File: src/rtl/mux41_rr_arbiter.sv
// -----------------------------------------------------------------------------
// mux41_rr_arbiter
//
// Round-robin arbiter that shares one MUX41X2 datapath among four requesters.
// It drives the mux select pins and returns a one-hot grant. Every change of
// the select value is followed by one settle cycle with no grant, so a
// requester only launches data once the mux path is stable. An optional hold
// limit forces rotation when other requesters are waiting.
//
// Parameters
//   MAX_HOLD : grant cycles before forced rotation while others pend (0 = none)
//   HOLD_W   : hold counter width, 2**HOLD_W > MAX_HOLD
//
// Ports
//   clk   in   1  clock, rising edge
//   rstb  in   1  asynchronous active-low reset
//   req   in   4  req[k]=1: requester k wants mux input IN(k+1)
//   gnt   out  4  one-hot grant, registered
//   s0    out  1  MUX41X2.S0 (= idx[1]), registered
//   s1    out  1  MUX41X2.S1 (= idx[0]), registered
//   busy  out  1  arbiter not idle, registered
// -----------------------------------------------------------------------------

// Protocol checker: grant shape, select stability and grant legality.
module mux41_rr_arbiter_chk (
    input logic       clk,
    input logic       rstb,
    input logic [3:0] req,
    input logic [3:0] gnt,
    input logic       s0,
    input logic       s1
);

    a_gnt_onehot0 : assert property (@(posedge clk) disable iff (!rstb)
        $onehot0(gnt));

    a_sel_stable : assert property (@(posedge clk) disable iff (!rstb)
        (gnt != 4'b0000) |-> $stable({s1, s0}));

    a_gnt_had_req : assert property (@(posedge clk) disable iff (!rstb)
        (gnt != 4'b0000) |-> ((gnt & $past(req)) == gnt));

endmodule

module mux41_rr_arbiter #(
    parameter int MAX_HOLD = 16,
    parameter int HOLD_W   = 5
) (
    input  logic       clk,
    input  logic       rstb,
    input  logic [3:0] req,
    output logic [3:0] gnt,
    output logic       s0,
    output logic       s1,
    output logic       busy
);

    typedef enum logic [1:0] {
        ST_IDLE   = 2'd0,
        ST_SETTLE = 2'd1,
        ST_GRANT  = 2'd2
    } state_t;

    localparam logic [HOLD_W-1:0] HOLD_MAX = HOLD_W'(MAX_HOLD);
    localparam logic              HOLD_EN  = (MAX_HOLD != 0);

    state_t            state_r, state_s;
    logic [1:0]        ptr_r, ptr_s;
    logic [1:0]        idx_r, idx_s;
    logic [HOLD_W-1:0] hold_r, hold_s;
    logic [3:0]        gnt_r, gnt_s;
    logic              s0_r, s0_s;
    logic              s1_r, s1_s;
    logic              busy_r, busy_s;
    logic [1:0]        pick_s;
    logic [3:0]        other_s;
    logic              release_s;

    // First set request bit searching p, p+1, p+2, p+3 (mod 4).
    function automatic logic [1:0] pick_next(input logic [3:0] r, input logic [1:0] p);
        logic [1:0] k;
        logic [1:0] res;
        res = p;
        // Walk from farthest to nearest so the nearest hit overwrites.
        for (int j = 3; j >= 0; j--) begin
            k = p + 2'(j);
            if (r[k]) begin
                res = k;
            end
        end
        return res;
    endfunction

    function automatic logic [3:0] onehot(input logic [1:0] k);
        return 4'b0001 << k;
    endfunction

    // Next-state, next-select and next-grant decode.
    always_comb begin
        state_s   = state_r;
        ptr_s     = ptr_r;
        idx_s     = idx_r;
        hold_s    = hold_r;
        gnt_s     = gnt_r;
        s0_s      = s0_r;
        s1_s      = s1_r;
        pick_s    = pick_next(req, ptr_r);
        other_s   = req & ~onehot(idx_r);
        release_s = 1'b0;

        case (state_r)
            ST_IDLE: begin
                gnt_s = 4'b0000;
                if (req != 4'b0000) begin
                    idx_s   = pick_s;
                    s1_s    = pick_s[0];
                    s0_s    = pick_s[1];
                    state_s = ST_SETTLE;
                end else begin
                    state_s = ST_IDLE;
                end
            end

            ST_SETTLE: begin
                if (req[idx_r]) begin
                    gnt_s   = onehot(idx_r);
                    hold_s  = {HOLD_W{1'b0}};
                    state_s = ST_GRANT;
                end else begin
                    // Withdrawn before the grant: skip past it next time.
                    gnt_s   = 4'b0000;
                    ptr_s   = idx_r + 2'd1;
                    state_s = ST_IDLE;
                end
            end

            ST_GRANT: begin
                release_s = !req[idx_r] ||
                            (HOLD_EN && (hold_r == HOLD_MAX) && (other_s != 4'b0000));
                if (release_s) begin
                    gnt_s = 4'b0000;
                    ptr_s = idx_r + 2'd1;
                    if (req != 4'b0000) begin
                        // The current owner is last in this search order, so
                        // a hold-limit release always lands on another requester.
                        idx_s   = pick_next(req, idx_r + 2'd1);
                        s1_s    = idx_s[0];
                        s0_s    = idx_s[1];
                        state_s = ST_SETTLE;
                    end else begin
                        state_s = ST_IDLE;
                    end
                end else begin
                    gnt_s = onehot(idx_r);
                    if (hold_r != HOLD_MAX) begin
                        hold_s = hold_r + HOLD_W'(1);
                    end else begin
                        hold_s = hold_r;
                    end
                end
            end

            default: begin
                gnt_s   = 4'b0000;
                state_s = ST_IDLE;
            end
        endcase

        busy_s = (state_s != ST_IDLE);
    end

    // State and registered outputs.
    always_ff @(posedge clk or negedge rstb) begin
        if (!rstb) begin
            state_r <= ST_IDLE;
            ptr_r   <= 2'd0;
            idx_r   <= 2'd0;
            hold_r  <= {HOLD_W{1'b0}};
            gnt_r   <= 4'b0000;
            s0_r    <= 1'b0;
            s1_r    <= 1'b0;
            busy_r  <= 1'b0;
        end else begin
            state_r <= state_s;
            ptr_r   <= ptr_s;
            idx_r   <= idx_s;
            hold_r  <= hold_s;
            gnt_r   <= gnt_s;
            s0_r    <= s0_s;
            s1_r    <= s1_s;
            busy_r  <= busy_s;
        end
    end

    assign gnt  = gnt_r;
    assign s0   = s0_r;
    assign s1   = s1_r;
    assign busy = busy_r;

    mux41_rr_arbiter_chk u_chk (
        .clk  (clk),
        .rstb (rstb),
        .req  (req),
        .gnt  (gnt),
        .s0   (s0),
        .s1   (s1)
    );

endmodule

File: config.mk
export PLATFORM = sky130hd
export DESIGN_NAME = mux41_rr_arbiter
export DESIGN_NICKNAME = d
export VERILOG_FILES = /design/src/rtl/mux41_rr_arbiter.sv
export SDC_FILE = /design/constraint.sdc
export NUM_CORES = 1
export LEC_CHECK = 0
export BUFFER_PORTS_ARGS = -buffer_cell sky130_fd_sc_hd__buf_2
export CAP_MARGIN = 40
export CORE_MARGIN = 1.5
export CORE_UTILIZATION = 50
export CTS_CLUSTER_SIZE = 14
export DETAILED_ROUTE_END_ITERATION = 7
export GPL_ROUTABILITY_DRIVEN = 0
export PLACE_DENSITY = 0.73
export SLEW_MARGIN = 10
export SYNTH_ARGS = -nofsm -noshare
export SYNTH_HDL_FRONTEND = slang
export SYNTH_HIERARCHICAL = 1
export SYNTH_SLANG_ARGS = --single-unit
File: constraint.sdc
create_clock -name clk -period 1.8 [get_ports clk]
set_input_delay 0.09 -clock clk [delete_from_list [all_inputs] [get_ports clk]]
set_output_delay 0.09 -clock clk [all_outputs]
set_load 0.02 [all_outputs]
Word level (Yosys, flattened, before mapping)
Cells that the tools add are included.
- equality and inequality tests: 11
- $mul: 0
- add/subtract/negate cells: 8
- magnitude comparators: 9
- bitwise logic cells: 2
- shift operators: 1
- reductions and logical operators: 12
- div/mod/pow operators: 0
- mux-type cells: 52
- operators with widths (operator ; number):
    $mux W2 ; 15
    $lt A2 B3 Y1 const B ; 9
    $bmux W1 S2 ; 9
    $mux W1 ; 16
    $mux W5 ; 3
    $ne A2 B2 Y1 const B ; 7
    $pmux W5 S2 ; 1
    $add A2 B2 Y2 const B ; 4
    $mux W4 ; 2
    $pmux W2 S2 ; 2
    $pmux W4 S2 ; 1
    $reduce_and A4 Y1 ; 2
    $reduce_bool A4 Y1 ; 2
    $add A2 B1 Y2 const B ; 3
    $pmux W2 S3 ; 1
    $reduce_bool A2 Y1 ; 3
    $add A5 B1 Y5 const B ; 1
    $eq A5 B5 Y1 const B ; 1
    $ne A5 B5 Y1 const B ; 1
    $and A4 B4 Y4 ; 1
    $not A4 Y4 ; 1
    $pmux W1 S2 ; 2
    $shl A1 B2 Y4 const A ; 1
    $reduce_and A3 Y1 ; 1
    other kinds (6) ; 6
- bits of input ports: 6
- register bits after elaboration: 18
- memories kept: 0
- logic and storage cells: 103
- bits in writable memories: 0
- latch bits: 0
- ROM bits: 0

Longest topological paths before layout
- word-level depth: 11
- mapped depth: 8
- gate-level depth less buffers: 7

Worst setup path after synthesis
OpenSTA, ideal clock, no wires.
- path type: reg2reg
- from: register idx_r[0]
- to: register ptr_r[0]
- arrival time: 2.003 ns
- library setup time: 0.128 ns
- required time: 1.672 ns
- path slack: -0.330 ns
- cell stages (with the launch flop): 8
- buffers on the path: 0
- clock period less this slack: 2.130 ns
- cells stage by stage: dfrtp_1 > inv_1 > ha_1 > nor2b_4 > o41ai_4 > a21oi_2 > o21a_1 > mux2_1
- elaborated cells on any way between the ends: 16
- classes of those cells: add/sub (1); eq/ne (2); shift (1); mux (5); bitwise (2); reduce/logical (5)
- RTL lines (what ; RTL line ; RTL):
    start, declared ; 69 ; logic [1:0] idx_r, idx_s;
    start signal, assigned ; 186 ; idx_r <= idx_s;
    $add A2 B1 Y2 (*) ; 132, 142 ;
    $mux W2, on equally long branches ; 140, 125 ;
    $pmux W2 S2 (*) ; 111 ; case (state_r)
    net ptr_s[0] ; 68 ; logic [1:0] ptr_r, ptr_s;
    end signal, assigned ; 185 ; ptr_r <= ptr_s;
    end, declared ; 68 ;
The timed path passes the listed nets; every way through them passes the cells marked *. The select of a mux whose other input is x is not followed.
A chain may end at the register's enable or synchronous reset.

Final worst setup path
- from: register idx_r[0]
- to: register idx_r[0]
- word-level cells in the longest chain between the ends: 11
- elaborated cells on any way between the ends: 30
- classes of those cells: add/sub (4); eq/ne (1); shift (1); mux (17); bitwise (2); reduce/logical (5)
- ends and longest elaborated chain (what ; RTL line ; RTL):
    $add A2 B1 Y2 ; 146 ; idx_s = pick_next(req, idx_r + 2'd1);
    $add A2 B2 Y2 ; 86 ; k = p + 2'(j);
    $bmux W1 S2 ; 87 ; if (r[k]) begin
    $mux W1 (implied by the code) ; 87 ;
    $mux W2 (4 in series) ; 87 ;
    $mux W2 ; 143 ; if (req != 4'b0000) begin
    $mux W2 ; 140 ; if (release_s) begin
    $pmux W2 S2 ; 111 ;
Several ways; a longest one is shown, not always the timed one. The select of a mux whose other input is x is not followed.

==> flow_metrics.py <==
metrics = {
    "run_status": {
        "status": "finished with violations",
        "violations": "setup timing",
    },
    "floorplanning": {
        "row_count": 17,
        "start_util_pct": 52.9,
        "die_x_um": 51.2,
        "core_sq_um": 2190,
        "pin_count": 13,
        "die_area_sq_um": 2620,
        "die_y_um": 51.2,
    },
    "worst_setup_path": {
        "path_max_fanout": 5,
        "cp-start-kind": "flop",
        "cp-end-kind": "flop",
        "crit_chain": "buf_6 > mux4_2 > a221o_1 > a211oi_2 > nor3_1",
        "slowest_delay_ns": 0.57,
        "worstPathArrival_ns": 2.16,
        "path_class": "flop to flop",
        "worstPathRequired_ns": 1.98,
        "cp_slowest_cell": "mux4_2",
    },
    "logic_synthesis": {
        "yosysTopAreaCell": "dfrtp_1",
        "async_flop_share_pct": 100,
        "synth.most_common_cell": "dfrtp_1",
        "synth-simple-area-share_pct": 19.3,
        "synth_common_cells": "dfrtp_1 (16), inv_1 (13), ha_1 (10)",
        "yosys_most_used_dff": "dfrtp_1",
        "syn_area_sq_um": 1160,
        "synth-compound-area-share_pct": 22.3,
        "seq_area_frac_synth_pct": 34.5,
        "ys_types": 43,
        "synth_cells": 118,
        "avgSynthCellArea_sq_um": 9.83,
        "synthAdderAreaFrac_pct": 10.8,
        "syn_nets": 134,
        "synth_top_family_by_area": "compound AO/OA/AOI/OAI gates",
        "synth-seq-cells": 16,
        "synth_area_leaders": "dfrtp_1 (35%), ha_1 (11%), inv_1 (4.2%), and2_1 (3.2%), o21ai_0 (2.6%)",
        "yosys_warnings": 6,
        "synthXorXnorAreaFrac_pct": 2.27,
        "synth.area.mux_share_pct": 3.88,
        "yosysTopAreaCellShare_pct": 34.5,
        "synth_enable_flop_cells": 0,
    },
    "drt": {
        "vias_per_cell": 5.77,
        "drc": 0,
        "num_vias": 1062,
        "wl_per_cell_um": 15.5,
        "ant_nets": 0,
        "drtPass1Iterations": 4,
        "finalWirelength_um": 2850,
        "drtIter0Drc": 14,
    },
    "timing": {
        "relSlewSlack_pct": 60.2,
        "fin_skew_ns": 0.00237,
        "period_needed_ns": 1.98,
        "report.final.setup_viol": 16,
        "rsz0062_at_grt": "yes",
        "fin_crit_sh_pct": 110,
        "fmax_mhz": 505,
        "tightestPinTransition_ns": 0.582,
        "hold_ws_ns": 0.236,
        "drv_slew": 0,
        "hold_viol": 0,
        "setup_ws_ns": -0.179,
    },
    "layout": {
        "diodes": 0,
        "fin_cells": 184,
        "nets": 173,
        "syn2layout_area_growth_pct": 34.2,
        "drive_gt1_share_pct": 46.8,
    },
    "clock_tree": {
        "cts_tree": "done",
        "clk_path_buf_depth": 2,
        "cts-root-buf": "clkbuf_4",
        "clock_latency_ns": 0.29,
        "path_clk_slew_ns": 0.09,
        "clkSinkCount": 16,
        "cts_max_level": 1,
        "numCtsBuffers": 3,
    },
    "power_and_ir_drop": {
        "cellLeakagePower_nw": 0.743,
        "ir_worst_vdd_v": 0.000973,
        "powerDensity_nw_per_um2": 1590,
        "power_mw": 2.47,
    },
    "global_route": {
        "grt_pass1_wl_um": 4800,
        "grt_overflow_total": 0,
        "gr-usage-all-layers_pct": 24.7,
        "grt_antenna_before_repair": 0,
        "grt_max_degree": 17,
        "grt_pass1_vias": 1085,
    },
    "min_path": {
        "holdCritPathClass": "primary input to asynchronous set/reset pin",
    },
    "flow_run": {
        "cap_violations": 0,
    },
    "place": {
        "dp.cells": 173,
        "io_buffers": 12,
        "place.detailed.hpwl_um": 2070,
        "dp_slack_ns": -0.158,
    },
}
## stage by stage
stage,setup TNS (ns),utilization (%),instance area [sq um]
after detailed placement,-1.11,64.2,1410
final,-1.54,71.0,1560
after floorplan,-0.688,-,1200
after global routing,-2.64,71.0,1560
after CTS,-1.57,68.6,1500
after global placement,-0.440,64.2,1410
## critical path, delay by kind of cell, from the launching register on
| kind | cells | cell delay, ns |
|---|---|---|
| AO/OA/AOI/OAI | 2 | 0.64 |
| flip-flops | 1 | 0.45 |
| multiplexers | 1 | 0.57 |
| buffers and inverters | 1 | 0.12 |
| AND/OR/NAND/NOR | 1 | 0.08 |
## flip-flops by register name, summed over array words and instances (netlist names)
name     cells
busy         1
state_r      2
ptr_r        2
idx_r        2
gnt          4
hold_r       5
## logic make-up (layout without fill, tap and decap cells)
logic type               count (synthesis)  count (layout)
AND/OR/NAND/NOR                         36              36
AO/OA/AOI/OAI                           33              33
buffers and inverters                   17              55
flip-flops                              16              16
adder cells (fa/ha/maj)                 10              10
XOR/XNOR                                 3               3
multiplexers                             3               3
## timing repair
item	CTS	global route
buffers inserted	2	4
hold endpoints to repair	16	0
gates resized for setup	10	8
hold buffers	1	0
endpoints found under the setup margin	16	16
pin swaps	10	7
## cell usage in the layout, fill, tap and decap left out, types with 2 or more instances in the layout
cell / Yosys / layout
ha_4: 0 / 3
nor3_1: 2 / 2
inv_2: 0 / 3
buf_2: 1 / 12
nor2_1: 4 / 4
nand3_1: 2 / 2
clkbuf_4: 0 / 3
buf_4: 0 / 24
or2_2: 2 / 2
dfrtp_2: 0 / 2
nand4_1: 2 / 2
dfrtp_1: 16 / 14
nand2_1: 3 / 3
a31oi_1: 3 / 3
inv_1: 13 / 8
ha_1: 10 / 6
a21oi_1: 5 / 5
nor2b_2: 0 / 3
a21o_1: 2 / 2
o311a_1: 3 / 2
nand3b_1: 2 / 2
xor2_1: 3 / 3
and2_1: 6 / 3
inv_4: 0 / 2
o21ai_0: 6 / 5
nand2b_1: 2 / 2
and2_4: 0 / 3
o21a_1: 2 / 2
## power by group
group	internal, mW	switching, mW
clock network	0.123	0.115
logic	0.849	0.817
registers	0.466	0.101
total	1.44	1.03
## path summary, 6_finish.rpt
path	from	endpoint	slack, ns	depth (start not counted)
setup reg to reg	idx_r[0]	idx_r[0]	-0.18	5
hold / removal	rstb	hold_r[0]	0.24	2
hold reg to reg	hold_r[1]	hold_r[1]	0.57	2
max in group asynchronous	rstb	idx_r[0]	1.28	2
setup / recovery	idx_r[0]	idx_r[0]	-0.18	5
min in group clk	req[1]	idx_r[0]	0.46	5
## cell type report
| type | instances | area [sq um] |
|---|---|---|
| Clock buffer | 4 | 36.3 |
| Tap cell | 28 | 35.0 |
| Fill cell | 155 | 634 |
| Sequential cell | 16 | 403 |
| Inverter | 13 | 53.8 |
| Timing Repair Buffer | 38 | 262 |
| Multi-Input combinational cell | 85 | 767 |
## per-layer routing
layer,vias up,share of wire [%],GRT usage [%]
met4,0,1.3,5.41
met1,501,42,28.6
li1,508,-,-
met2,45,51,44.6
met5,-,0,0
met3,8,5.6,7.02
No activity file was read; power rests on OpenSTA's default activity.
